File: src/rtl/fir_ram_arbiter.sv
// Single-port RAM arbiter between the AXI-Lite cfg path and the FIR engine.
// Optional performance counters are built only when FIR_ARB_PERF_EN is defined.
module fir_ram_arbiter #(
    parameter int ADDR_W     = 12,
    parameter int DATA_W     = 32,
    parameter int STARVE_LIM = 8
) (
    input  logic              axis_clk,
    input  logic              axis_rst_n,
    input  logic              cfg_req,
    input  logic              cfg_we,
    input  logic [ADDR_W-1:0] cfg_addr,
    input  logic [DATA_W-1:0] cfg_wdata,
    output logic              cfg_gnt,
    output logic              cfg_rvalid,
    output logic [DATA_W-1:0] cfg_rdata,
    input  logic              eng_req,
    input  logic              eng_we,
    input  logic [ADDR_W-1:0] eng_addr,
    input  logic [DATA_W-1:0] eng_wdata,
    output logic              eng_gnt,
    output logic              eng_rvalid,
    output logic [DATA_W-1:0] eng_rdata,
    input  logic              eng_busy,
    output logic [3:0]        ram_we,
    output logic              ram_en,
    output logic [ADDR_W-1:0] ram_addr,
    output logic [DATA_W-1:0] ram_di,
    input  logic [DATA_W-1:0] ram_do,
    output logic              starve_o,
    output logic [15:0]       cfg_gnt_cnt,
    output logic [15:0]       eng_gnt_cnt,
    output logic [15:0]       conflict_cnt
);

    localparam logic [7:0] LIM = 8'(STARVE_LIM);

    logic       rr_ptr;     // 0: cfg wins the next idle-mode conflict, 1: eng
    logic [7:0] wait_cnt;
    logic       rd_cfg;
    logic       rd_eng;
    logic       starve_q;
    logic       both;
    logic       pick_cfg;
    logic       pick_eng;
    logic       forced;

    assign both = cfg_req && eng_req;

    always_comb begin
        pick_cfg = 1'b0;
        pick_eng = 1'b0;
        if (axis_rst_n) begin
            if (both) begin
                if (eng_busy) pick_cfg = (wait_cnt == LIM);
                else          pick_cfg = !rr_ptr;
                pick_eng = !pick_cfg;
            end else begin
                pick_cfg = cfg_req;
                pick_eng = eng_req;
            end
        end
    end

    assign forced  = pick_cfg && both && eng_busy;
    assign cfg_gnt = pick_cfg;
    assign eng_gnt = pick_eng;

    always_comb begin
        ram_we   = 4'h0;
        ram_en   = 1'b0;
        ram_addr = '0;
        ram_di   = '0;
        if (pick_cfg) begin
            ram_addr = cfg_addr;
            ram_di   = cfg_wdata;
            if (cfg_we) ram_we = 4'hF;
            else        ram_en = 1'b1;
        end else if (pick_eng) begin
            ram_addr = eng_addr;
            ram_di   = eng_wdata;
            if (eng_we) ram_we = 4'hF;
            else        ram_en = 1'b1;
        end
    end

    always_ff @(posedge axis_clk) begin
        if (!axis_rst_n) begin
            rr_ptr   <= 1'b0;
            wait_cnt <= 8'd0;
            rd_cfg   <= 1'b0;
            rd_eng   <= 1'b0;
            starve_q <= 1'b0;
        end else begin
            if (both) rr_ptr <= pick_cfg;
            if (cfg_req && !pick_cfg && eng_busy)
                wait_cnt <= (wait_cnt == LIM) ? wait_cnt : wait_cnt + 8'd1;
            else
                wait_cnt <= 8'd0;
            rd_cfg   <= pick_cfg && !cfg_we;
            rd_eng   <= pick_eng && !eng_we;
            starve_q <= forced;
        end
    end

    // Read tags are masked while reset is held so no response leaks out.
    assign cfg_rvalid = rd_cfg && axis_rst_n;
    assign eng_rvalid = rd_eng && axis_rst_n;
    assign cfg_rdata  = cfg_rvalid ? ram_do : '0;
    assign eng_rdata  = eng_rvalid ? ram_do : '0;
    assign starve_o   = starve_q;

`ifdef FIR_ARB_PERF_EN
    logic [15:0] cfg_cnt_q;
    logic [15:0] eng_cnt_q;
    logic [15:0] cnf_cnt_q;

    always_ff @(posedge axis_clk) begin
        if (!axis_rst_n) begin
            cfg_cnt_q <= 16'd0;
            eng_cnt_q <= 16'd0;
            cnf_cnt_q <= 16'd0;
        end else begin
            if (pick_cfg && cfg_cnt_q != 16'hFFFF) cfg_cnt_q <= cfg_cnt_q + 16'd1;
            if (pick_eng && eng_cnt_q != 16'hFFFF) eng_cnt_q <= eng_cnt_q + 16'd1;
            if (both && cnf_cnt_q != 16'hFFFF)     cnf_cnt_q <= cnf_cnt_q + 16'd1;
        end
    end

    assign cfg_gnt_cnt  = cfg_cnt_q;
    assign eng_gnt_cnt  = eng_cnt_q;
    assign conflict_cnt = cnf_cnt_q;
`else
    assign cfg_gnt_cnt  = 16'd0;
    assign eng_gnt_cnt  = 16'd0;
    assign conflict_cnt = 16'd0;
`endif

endmodule

File: config.mk
export PLATFORM = sky130hd
export DESIGN_NAME = fir_ram_arbiter
export DESIGN_NICKNAME = d
export VERILOG_FILES = /design/src/rtl/fir_ram_arbiter.sv
export SDC_FILE = /design/constraint.sdc
export NUM_CORES = 1
export LEC_CHECK = 0
export ABC_AREA = 1
export BUFFER_PORTS_ARGS = -buffer_cell sky130_fd_sc_hd__clkbuf_2
export CAP_MARGIN = 30
export CORE_AREA = 8 8 108 110
export DETAILED_ROUTE_END_ITERATION = 8
export DIE_AREA = 0 0 116 118
export SYNTH_ARGS = -nofsm -noshare
export SYNTH_HDL_FRONTEND = slang
export SYNTH_SLANG_ARGS = --single-unit
File: constraint.sdc
create_clock -name axis_clk -period 3.1 [get_ports axis_clk]
set_input_delay 0.93 -clock axis_clk [delete_from_list [all_inputs] [get_ports axis_clk]]
set_output_delay 0.93 -clock axis_clk [all_outputs]
set_load 0.01 [all_outputs]
==> summary.txt, run 1 <==
CTS
  • PostCTS Resize Cnt: 0
  • Hold Buf Count CTS: 0
  • Sink Count: 12
  • Clock tree buffer depth: 2
  • Total CTS buffers: 3
  • CTS HTree Levels: 1
  • Post-CTS Setup Inserts: 0
  • Clock slew at reported path FFs: 50 ps
  • Clk_lat worst skew: roughly 240 ps
  • CTS tree: yes
  • Root buffer cell: clkbuf_8

Route
  • Drt wl/cell: around 14 µm
  • Routed vias/inst: 4.015
  • DR pass1 iterations: 4
  • Total number of vias: 3023
  • DRT Wirelength: a little over 10000 µm
  • Iter 0 DRT Violations: 121
  • # DRC: 0
  • DRT antenna net count: 0

Finish
  • Area delta synth->final: 55.49%
  • ANT cells: 0
  • Share of cells above drive strength 1: 0.4797
  • Post-layout util: 0.3492
  • Area of the multi-input gates: around 1500 µm²
  • Fillers: 1138
  • Final #Nets: 747
  • Commonest cells after routing, fill and taps aside: clkbuf_2, nor2_1, nand3_1, nand2_1, conb_1
  • Most common cell after layout, fill and taps aside: clkbuf_2
  • Reg area: 240.2 µm²

Timing
  • Final Setup Violations: 0
  • Max Freq: 338.5 MHz
  • RSZ-0062 raised after global routing: no
  • Clock Skews: 1.295 ps
  • Period utilization: 0.9531
  • Final count of pins violating max slew: 0
  • Tmin final: 2955 ps
  • Hold Slack: between 400 and 500 ps
  • Hold Vio Cnt, Final: 0
  • Total Neg Setup Slack: 0 ps

Logic synthesis
  • Syn avg cell area: roughly 5.8 µm²
  • Synth cell types: 24
  • Cells after synthesis: 388
  • YS warnings: 0
  • Post-synth EDFFs: 0
  • Post-Syn Area: 2246 µm²
  • #FFs+latches synth: 12
  • Ys flop type: dfxtp_1
  • Fraction of registers with async set/reset: 0
  • Seq/Total Area, Yosys: 0.1070

Floorplan
  • Starting Density: 0.2246
  • Die Y: 118 µm
  • Rows: 37
  • Die X-Extent: approximately 120 µm
  • I/O pin total: 293
  • Die area: approximately 14000 µm²
  • Core Footprint: approximately 10000 µm²

Setup path
  • Worst path required time: 2170 ps
  • RR Startpoint: wait_cnt[0]$_SDFFE_PN0P_
  • CP max-delay cell: buf_4
  • WP buf/inv: 3
  • CP startpoint kind: input pin
  • Critical path origin: cfg_req
  • CP max FO: 11
  • Delay of the slowest critical-path stage: 170 ps
  • Setup CP Type: in -> out
  • CP endpoint kind: output pin
  • WP data arrival: around 2000 ps
  • Worst-path cell chain: clkbuf_2 -> nand2_1 -> nor2_1 -> nand2_2 -> nand2_2 -> buf_4 -> nand3_1 -> nand2_1 -> clkbuf_2
  • Crit-path leading delay family: simple AND/OR/NAND/NOR gates

Global routing
  • Antenna violations before repair: 0
  • Largest net degree at the start of global routing: 48
  • First-pass GRT wire length: 15210 µm
  • Gr ovfl total: 0
  • Vias in the first global route: 3030
  • Global-route usage over all layers: 0.1358

Power and ir drop
  • PD cells: 198.5 nW/µm²
  • Power, Total: 693.0 µW
  • VDD IR max: 0.1647 mV
  • Leakage: 0.002297 µW

Place
  • Gp weighted congestion: 0.7924
  • IO buf count: 244
  • Post-DP HPWL: about 9000 µm

Status
  • Status: complete, no violations

Job
  • Max-Cap Viols: 0

Min path
  • Hold WC Path Type: reg -> reg
  • Hold Crit Start: rr_ptr$_SDFFE_PN0N_
==> sequential cells by signal (all words and copies together) (netlist names) <==
register  count
rd_cfg        1
starve_o      1
wait_cnt      8
rr_ptr        1
rd_eng        1
==> stage by stage <==
step                      worst slack, ps  cell area, µm²  instances
after floorplan                     340.9            2422        435
after global placement              144.7            3437        749
after detailed placement            140.8            3437        749
after CTS                           133.5            3492        753
after global routing                31.04            3492        753
final                               145.4            3492        753
==> synthesized netlist by cell type (all sizes together), types with 2 or more instances <==
master,instances,area (µm²)
xor2,2,17.52
nor2,76,287.8
o21ai,3,15.01
nand4,2,12.51
dfxtp,12,240.2
nand3,96,635.6
clkbuf,11,41.29
inv,46,172.7
buf,67,500.5
xnor2,3,26.28
ha,2,25.02
a21oi,3,15.01
nand2,61,234.0
==> metal layers <==
| metal | routed length, µm | vias to the layer above | global-route usage |
|---|---|---|---|
| met5 | 0 | - | 0 |
| met4 | 19 | 0 | 0.01460 |
| met3 | 1357 | 2 | 0.04618 |
| met2 | 5023 | 180 | 0.2466 |
| met1 | 3940 | 1280 | 0.1515 |
| li1 | - | 1561 | - |
==> area by class of cell <==
class,instances,area share
Tap cell,136,0.04873
Clock buffer,4,0.01576
Timing Repair Buffer,256,0.3970
Multi-Input combinational cell,299,0.4203
Sequential cell,12,0.06879
Inverter,46,0.04944
==> path summary, 6_finish.rpt <==
kind	slack, ps	to	cells after the start
setup / recovery	150	ram_we[0]	9
hold / removal	480	rr_ptr$_SDFFE_PN0N_	2
setup reg to reg	1410	starve_o$_SDFF_PN0_	9
hold reg to reg	480	rr_ptr$_SDFFE_PN0N_	2
==> power breakdown <==
part           total [µW]  internal (µW)  leakage [µW]  switching, µW
sequential            158            157     0.0000972          0.960
combinational         367            149       0.00217            218
clock                 168            112     0.0000288           56.3
==> tightest hold or removal path, delay by kind of cell (launching register included) <==
kind | cells | cell delay [ps]
AOI/OAI and AO/OA | 1 | 60
DFF | 1 | 330
and+or+nand+nor | 1 | 70
==> kinds of logic after synthesis <==
kind of cell / synth area share
compound gates: 0.01337
fa+ha+maj: 0.01114
buf+inv: 0.3181
other cells: 0.001670
simple gates: 0.5292
xor+xnor: 0.01950
flops: 0.1070
No activity file was read; power rests on OpenSTA's default activity.
==> run 2: changes to the inputs <==
--- a/config.mk
+++ b/config.mk
@@ -5,12 +5,11 @@
 export SDC_FILE = /design/constraint.sdc
 export NUM_CORES = 1
 export LEC_CHECK = 0
-export ABC_AREA = 1
 export BUFFER_PORTS_ARGS = -buffer_cell sky130_fd_sc_hd__clkbuf_2
 export CAP_MARGIN = 30
-export CORE_AREA = 8 8 108 110
+export CORE_AREA = 8 8 107 109
 export DETAILED_ROUTE_END_ITERATION = 8
-export DIE_AREA = 0 0 116 118
+export DIE_AREA = 0 0 115 117
 export SYNTH_ARGS = -nofsm -noshare
 export SYNTH_HDL_FRONTEND = slang
 export SYNTH_SLANG_ARGS = --single-unit
==> run 2 against run 1 <==
Against the previous run: the flow now finishes with violations (negative setup slack); sequential share of layout area grew 0.51 points; largest power group unchanged; sequential cell count unchanged; highest routed layer unchanged; routed wire length shrank 1.9%; critical path type unchanged.
==> summary.txt, run 2 <==
Status
  • Status: finished, violations left
  • Failing checks: negative setup slack

Timing
  • Fin worst setup slack: -208.9 ps (-354.3 ps)
  • Final Setup Violations: 50 (+50)
  • Total Neg Setup Slack: -8663 ps (-8663 ps)
  • Final count of pins violating max slew: 0 (unchanged)
  • Clock Skews: 3.737 ps (+2.442 ps)
  • RSZ-0062 raised after global routing: yes
  • Period utilization: 1.067 (+0.1143)
  • Tmin final: 3309 ps (+354.3 ps)
  • Max Freq: 302.2 MHz (-11%)
  • Hold Vio Cnt, Final: 0 (unchanged)

Logic synthesis
  • Cells after synthesis: 247 (-36%)
  • #FFs+latches synth: 12 (unchanged)
  • Commonest cells in the netlist: and3_1, buf_4, a22o_1
  • Post-Syn Area: 1833 µm² (-18%)
  • Fraction of registers with async set/reset: 0 (unchanged)
  • Top cells by area, synth: and3_1, a22o_1, buf_4, dfxtp_1, clkbuf_1
  • Post-synth EDFFs: 0 (unchanged)
  • Share of the synthesized area in the top cell type: 0.2218 (+0.04134)
  • YS warnings: 0 (unchanged)
  • Most common cell in the netlist: and3_1
  • Syn avg cell area: 7.421 µm² (+28%)
  • Synth cell types: 27 (+13%)
  • Post-synth top area cell: and3_1
  • Seq/Total Area, Yosys: 0.1311 (+0.02409)
  • Ys flop type: dfxtp_1

Setup path
  • CP startpoint kind: input pin
  • WP data arrival: 2380 ps (+360 ps)
  • CP max FO: 8 (-3)
  • Worst path required time: 2170 ps (about the same)
  • CP endpoint kind: output pin
  • Setup CP Type: in -> out

CTS
  • Clock tree buffer depth: 2 (unchanged)
  • Total CTS buffers: 3 (unchanged)
  • Clk_lat worst skew: 240 ps (about the same)
  • Sink Count: 12 (unchanged)
  • Root buffer cell: clkbuf_8
  • Clock slew at reported path FFs: 50 ps (about the same)
  • CTS HTree Levels: 1 (unchanged)
  • CTS tree: yes
  • Hold Buf Count CTS: 0 (unchanged)

Floorplan
  • Die area: 13460 µm² (-1.7%)
  • Die Y: 117 µm (-0.85%)
  • Rows: 37 (unchanged)
  • I/O pin total: 293 (unchanged)
  • Starting Density: 0.1850 (-0.03958)
  • Die X-Extent: 115 µm (-0.86%)
  • Core Footprint: 9907 µm² (-0.93%)

Global routing
  • Gr ovfl total: 0 (unchanged)
  • Antenna violations before repair: 0 (unchanged)
  • Global-route usage over all layers: 0.1197 (-0.01616)
  • Vias in the first global route: 2587 (-15%)
  • First-pass GRT wire length: 12850 µm (-16%)
  • Largest net degree at the start of global routing: 49 (+2.1%)

Power and ir drop
  • Total net switching power: 256.3 µW (-6.7%)
  • Switch share: 0.3644 (-0.03205)
  • Sequential share of power: 0.225 (-0.003)
  • Leakage: 0.002150 µW (-6.4%)
  • VDD IR max: 0.2184 mV (+33%)
  • P_int: 447.0 µW (+6.9%)
  • Logic pwr share: 0.531 (+0.002)
  • Fraction of power consumed by the clock network: 0.244 (about the same)
  • PD cells: 216.3 nW/µm² (+9.0%)

Place
  • Gp weighted congestion: 0.8273 (+4.4%)
  • Post-DP HPWL: 8444 µm (-6.1%)
  • Post-DP Area: 3045 µm² (-11%)
  • Pre-CTS WS: -223.4 ps (-364.2 ps)
  • IO buf count: 244 (unchanged)
  • Placed Cells incl. Taps: 609 (-19%)

Finish
  • Post-route insts no fill: 619 (-18%)
  • Post-route design area: 3252 µm² (-6.9%)
  • Post-layout util: 0.3282 (-0.02098)
  • ANT cells: 0 (unchanged)
  • Largest Register: wait_cnt
  • Most common cell after layout, fill and taps aside: clkbuf_2
  • Fillers: 1069 (-6.1%)
  • Area delta synth->final: 77.41%
  • Area of the multi-input gates: 1295 µm² (-12%)
  • Final #Nets: 613 (-18%)
  • Commonest cells after routing, fill and taps aside: clkbuf_2, and3_1, conb_1, a22o_1, buf_2
  • Max reg flops: 8 (unchanged)
  • Share of cells above drive strength 1: 0.5590 (+0.07927)
  • Reg area: 240.2 µm² (unchanged)

Route
  • Iter 0 DRT Violations: 86 (-29%)
  • Total number of vias: 2683 (-11%)
  • # DRC: 0 (unchanged)
  • DRT antenna net count: 0 (unchanged)
  • DR pass1 iterations: 4 (unchanged)
  • Routed vias/inst: 4.334 (+8.0%)
  • Drt wl/cell: 16.39 µm (+19%)
  • DRT Wirelength: 10150 µm (-1.9%)

Job
  • Max-Cap Viols: 0 (unchanged)

Min path
  • Hold WC Path Type: reg -> reg
## run 2: kinds of logic (layout without fill, tap and decap cells)
logic type / count (synthesis) / after routing / synth area share
AOI/OAI and AO/OA: 53 / 53 / 0.2471
and+or+nand+nor: 92 / 92 / 0.3010
adders and majority gates: 2 / 2 / 0.01365
DFF: 12 / 12 / 0.1311
other: 1 / 48 / 0.002046
buffers and inverters: 81 / 270 / 0.2764
xor gates and xnor gates: 6 / 6 / 0.02867
## run 2: final timing paths
path                                  from                        to  slack [ps]  cells after the start
hold reg to reg   wait_cnt[0]$_SDFFE_PN0P_  wait_cnt[0]$_SDFFE_PN0P_         470                      1
setup / recovery                  eng_busy               ram_addr[2]        -210                      8
hold / removal    wait_cnt[0]$_SDFFE_PN0P_  wait_cnt[0]$_SDFFE_PN0P_         470                      1
setup reg to reg  wait_cnt[0]$_SDFFE_PN0P_  wait_cnt[5]$_SDFFE_PN0P_        1040                      6
## run 2: metal layers
metal,GRT usage,up-vias,wire [µm]
met5,0,-,0
met3,0.04566,8,1476
met4,0.04028,0,125
met2,0.2163,193,5019
met1,0.1250,1215,3525
li1,-,1267,-
## run 2: stage by stage
step	total power [µW]	hold WS (ps)
floorplan	374.9	429.7
global placement	498.6	446.2
detailed placement	503.6	457.3
CTS	679.7	471.2
global route	749.3	497.5
finish	703.4	468.5
## run 2: repair_timing
item	CTS	global route
cloned	0	4
buffers inserted	0	2
gates resized for setup	0	47
setup endpoints to repair	51	51
pin swaps	0	4
## run 2: power by group through the flow
| stage | combinational, µW | clock (µW) | sequential [µW] |
|---|---|---|---|
| after detailed placement | 342 | 0 | 161 |
| final | 373 | 172 | 158 |
| after global placement | 337 | 0 | 161 |
| after global routing | 403 | 188 | 158 |
| after CTS | 343 | 178 | 158 |
| after floorplan | 213 | 0 | 161 |
## run 2: cell type report
type / count / share of cell area
multi-input cells: 201 / 0.3982
inverters: 5 / 0.005771
clock buffers: 4 / 0.01693
flip-flops and latches: 12 / 0.07387
well taps: 136 / 0.05233
repair buffers: 261 / 0.4529
## run 2: critical path: stages
cell and delay (ps):
buf_6 70, or4bb_1 400, nor2_2 150, buf_6 120, o22ai_4 140, clkbuf_16 220
a22o_1 190, buf_2 140
==> run 3: changes to the inputs <==
==> config.mk (replaced) <==
export PLATFORM = sky130hd
export DESIGN_NAME = fir_ram_arbiter
export DESIGN_NICKNAME = d
export VERILOG_FILES = /design/src/rtl/fir_ram_arbiter.sv
export SDC_FILE = /design/constraint.sdc
export NUM_CORES = 1
export LEC_CHECK = 0
export ABC_CLOCK_PERIOD_IN_PS = 3100
export CAP_MARGIN = 30
export CORE_AREA = 8 8 106 108
export DETAILED_ROUTE_END_ITERATION = 8
export DIE_AREA = 0 0 114 116
export DONT_BUFFER_PORTS = 1
export SYNTH_ARGS = -nofsm -noshare
export SYNTH_HDL_FRONTEND = slang
export SYNTH_SLANG_ARGS = --single-unit
==> run 3 against run 2 <==
Against the previous run: the flow still finishes with violations (negative setup slack); highest routed layer unchanged; count of clock-buffer cells in the layout decreased by 1; sequential power about the same; via count fell by 33%.
==> summary.txt, run 3 (synthesis results as in run 2) <==
CTS
  • Clock slew at reported path FFs: 50 ps (about the same)
  • Clock tree buffer depth: 2 (unchanged)
  • CTS tree: yes
  • CTS HTree Levels: 1 (unchanged)
  • Root buffer cell: clkbuf_8
  • Clk_lat worst skew: 230 ps (about the same)
  • Sink Count: 12 (unchanged)
  • Post-CTS Setup Inserts: 0 (unchanged)
  • Total CTS buffers: 3 (unchanged)

Finish
  • Area delta synth->final: 10.51%
  • Commonest cells after routing, fill and taps aside: and3_1, conb_1, a22o_1, dfxtp_1, nor2_1
  • Most common cell after layout, fill and taps aside: and3_1
  • Share of cells above drive strength 1: 0.1245 (-0.4345)
  • Post-layout util: 0.2121 (-0.1161)
  • Largest Register: wait_cnt
  • Final #Nets: 364 (-41%)
  • ANT cells: 0 (unchanged)
  • Max reg flops: 8 (unchanged)

Floorplan
  • Rows: 36 (-2.7%)
  • Die area: 13220 µm² (-1.7%)
  • Die Y: 116 µm (-0.85%)
  • Die X-Extent: 114 µm (-0.87%)
  • Core Footprint: 9549 µm² (-3.6%)
  • Starting Density: 0.1920 (+0.006933)
  • I/O pin total: 293 (unchanged)

Timing
  • RSZ-0062 raised after global routing: yes
  • Max Freq: 316.8 MHz (+4.8%)
  • Clock Skews: 4.813 ps (+1.076 ps)
  • Hold Vio Cnt, Final: 0 (unchanged)
  • Fin worst setup slack: -56.51 ps (+152.4 ps)
  • Final Setup Violations: 49 (-2.0%)
  • Final count of pins violating max slew: 0 (unchanged)
  • Tmin final: 3157 ps (-152.4 ps)
  • Period utilization: 1.018 (-0.04915)

Setup path
  • Setup CP Type: in -> out
  • CP max FO: 6 (-2)
  • WP data arrival: 2230 ps (-150 ps)
  • CP endpoint kind: output pin
  • CP startpoint kind: input pin
  • Worst path required time: 2170 ps (about the same)
  • FF-to-FF setup slack: 1060 ps (+20 ps)

Place
  • Post-DP HPWL: 7762 µm (-8.1%)
  • IO buf count: 0 (-100%)
  • Gp weighted congestion: 0.6875 (-17%)
  • Pre-CTS WS: -84.37 ps (+139.1 ps)

Route
  • # DRC: 0 (unchanged)
  • Routed vias/inst: 4.891 (+13%)
  • Iter 0 DRT Violations: 67 (-22%)
  • DRT Wirelength: 9663 µm (-4.8%)
  • DR pass1 iterations: 4 (unchanged)
  • DRT antenna net count: 0 (unchanged)
  • Drt wl/cell: 26.40 µm (+61%)
  • Total number of vias: 1790 (-33%)

Power and ir drop
  • Leakage: 0.001079 µW (-50%)
  • VDD IR max: 0.1071 mV (-51%)
  • PD cells: 259.0 nW/µm² (+20%)

Global routing
  • Largest net degree at the start of global routing: 72 (+47%)
  • Global-route usage over all layers: 0.1123 (-0.007312)
  • Antenna violations before repair: 0 (unchanged)
  • Gr ovfl total: 0 (unchanged)
  • Vias in the first global route: 1733 (-33%)
  • First-pass GRT wire length: 11370 µm (-11%)

Job
  • Max-Cap Viols: 0 (unchanged)

Min path
  • Hold WC Path Type: reg -> reg

Status
  • Status: finished, violations left
  • Failing checks: negative setup slack
run 3: through the flow:
| step | total power (µW) | cells | area (µm²) | TNS (ps) | hold WS (ps) |
|---|---|---|---|---|---|
| 6_report | 524.7 | 366 | 2026 | -1694 | 469.2 |
| 2_1_floorplan | 374.9 | 294 | 2039 | 0 | 429.7 |
| 5_1_grt | 557.0 | 366 | 2026 | -4382 | 507.2 |
| 4_1_cts | 494.3 | 361 | 1868 | -2686 | 473.2 |
| 3_3_place_gp | 350.0 | 358 | 1790 | -814.5 | 443.3 |
| 3_5_place_dp | 352.7 | 358 | 1790 | -1946 | 462.2 |
run 3: metal layers:
metal  vias up  track usage  wire [µm]
li1        768            -          -
met4         0      0.02130         40
met3         2      0.05159       1351
met5         -            0          0
met1       842       0.1211       3258
met2       178       0.1987       5012
run 3: timing repair:
item | 4_1_cts | 5_1_grt
gates resized for setup | 5 | 6
hold endpoints to repair | 0 | 0
gates cloned | 0 | 5
hold buffers | 0 | 0
pin swaps | 0 | 4
setup endpoints to repair | 49 | 50
run 3: layout make-up:
class | instances | area (µm²)
Fill cell | 1051 | 7523
Multi-Input combinational cell | 201 | 1366
Sequential cell | 12 | 240.2
Timing Repair Buffer | 12 | 192.7
Tap cell | 133 | 166.4
Clock buffer | 3 | 41.29
Inverter | 5 | 18.77
run 3: final timing paths:
| check | from | cells past startpoint | end |
|---|---|---|---|
| worst max register to register | wait_cnt[0]$_SDFFE_PN0P_ | 6 | wait_cnt[5]$_SDFFE_PN0P_ |
| worst min register to register | wait_cnt[0]$_SDFFE_PN0P_ | 1 | wait_cnt[0]$_SDFFE_PN0P_ |
| worst max-delay path | eng_busy | 6 | ram_we[0] |
| worst min-delay path | wait_cnt[0]$_SDFFE_PN0P_ | 1 | wait_cnt[0]$_SDFFE_PN0P_ |
run 3: report_power, final:
| group | total (µW) | internal, µW | switching (µW) |
|---|---|---|---|
| sequential | 158 | 157 | 1.23 |
| clock | 136 | 85.1 | 50.7 |
| combinational | 231 | 84.5 | 146 |
run 3: worst max-delay path: stages:
cell and delay (ps):
or4bb_1 400, nor2_2 180, buf_6 130, o22ai_4 120
buf_12 190, a22o_4 280
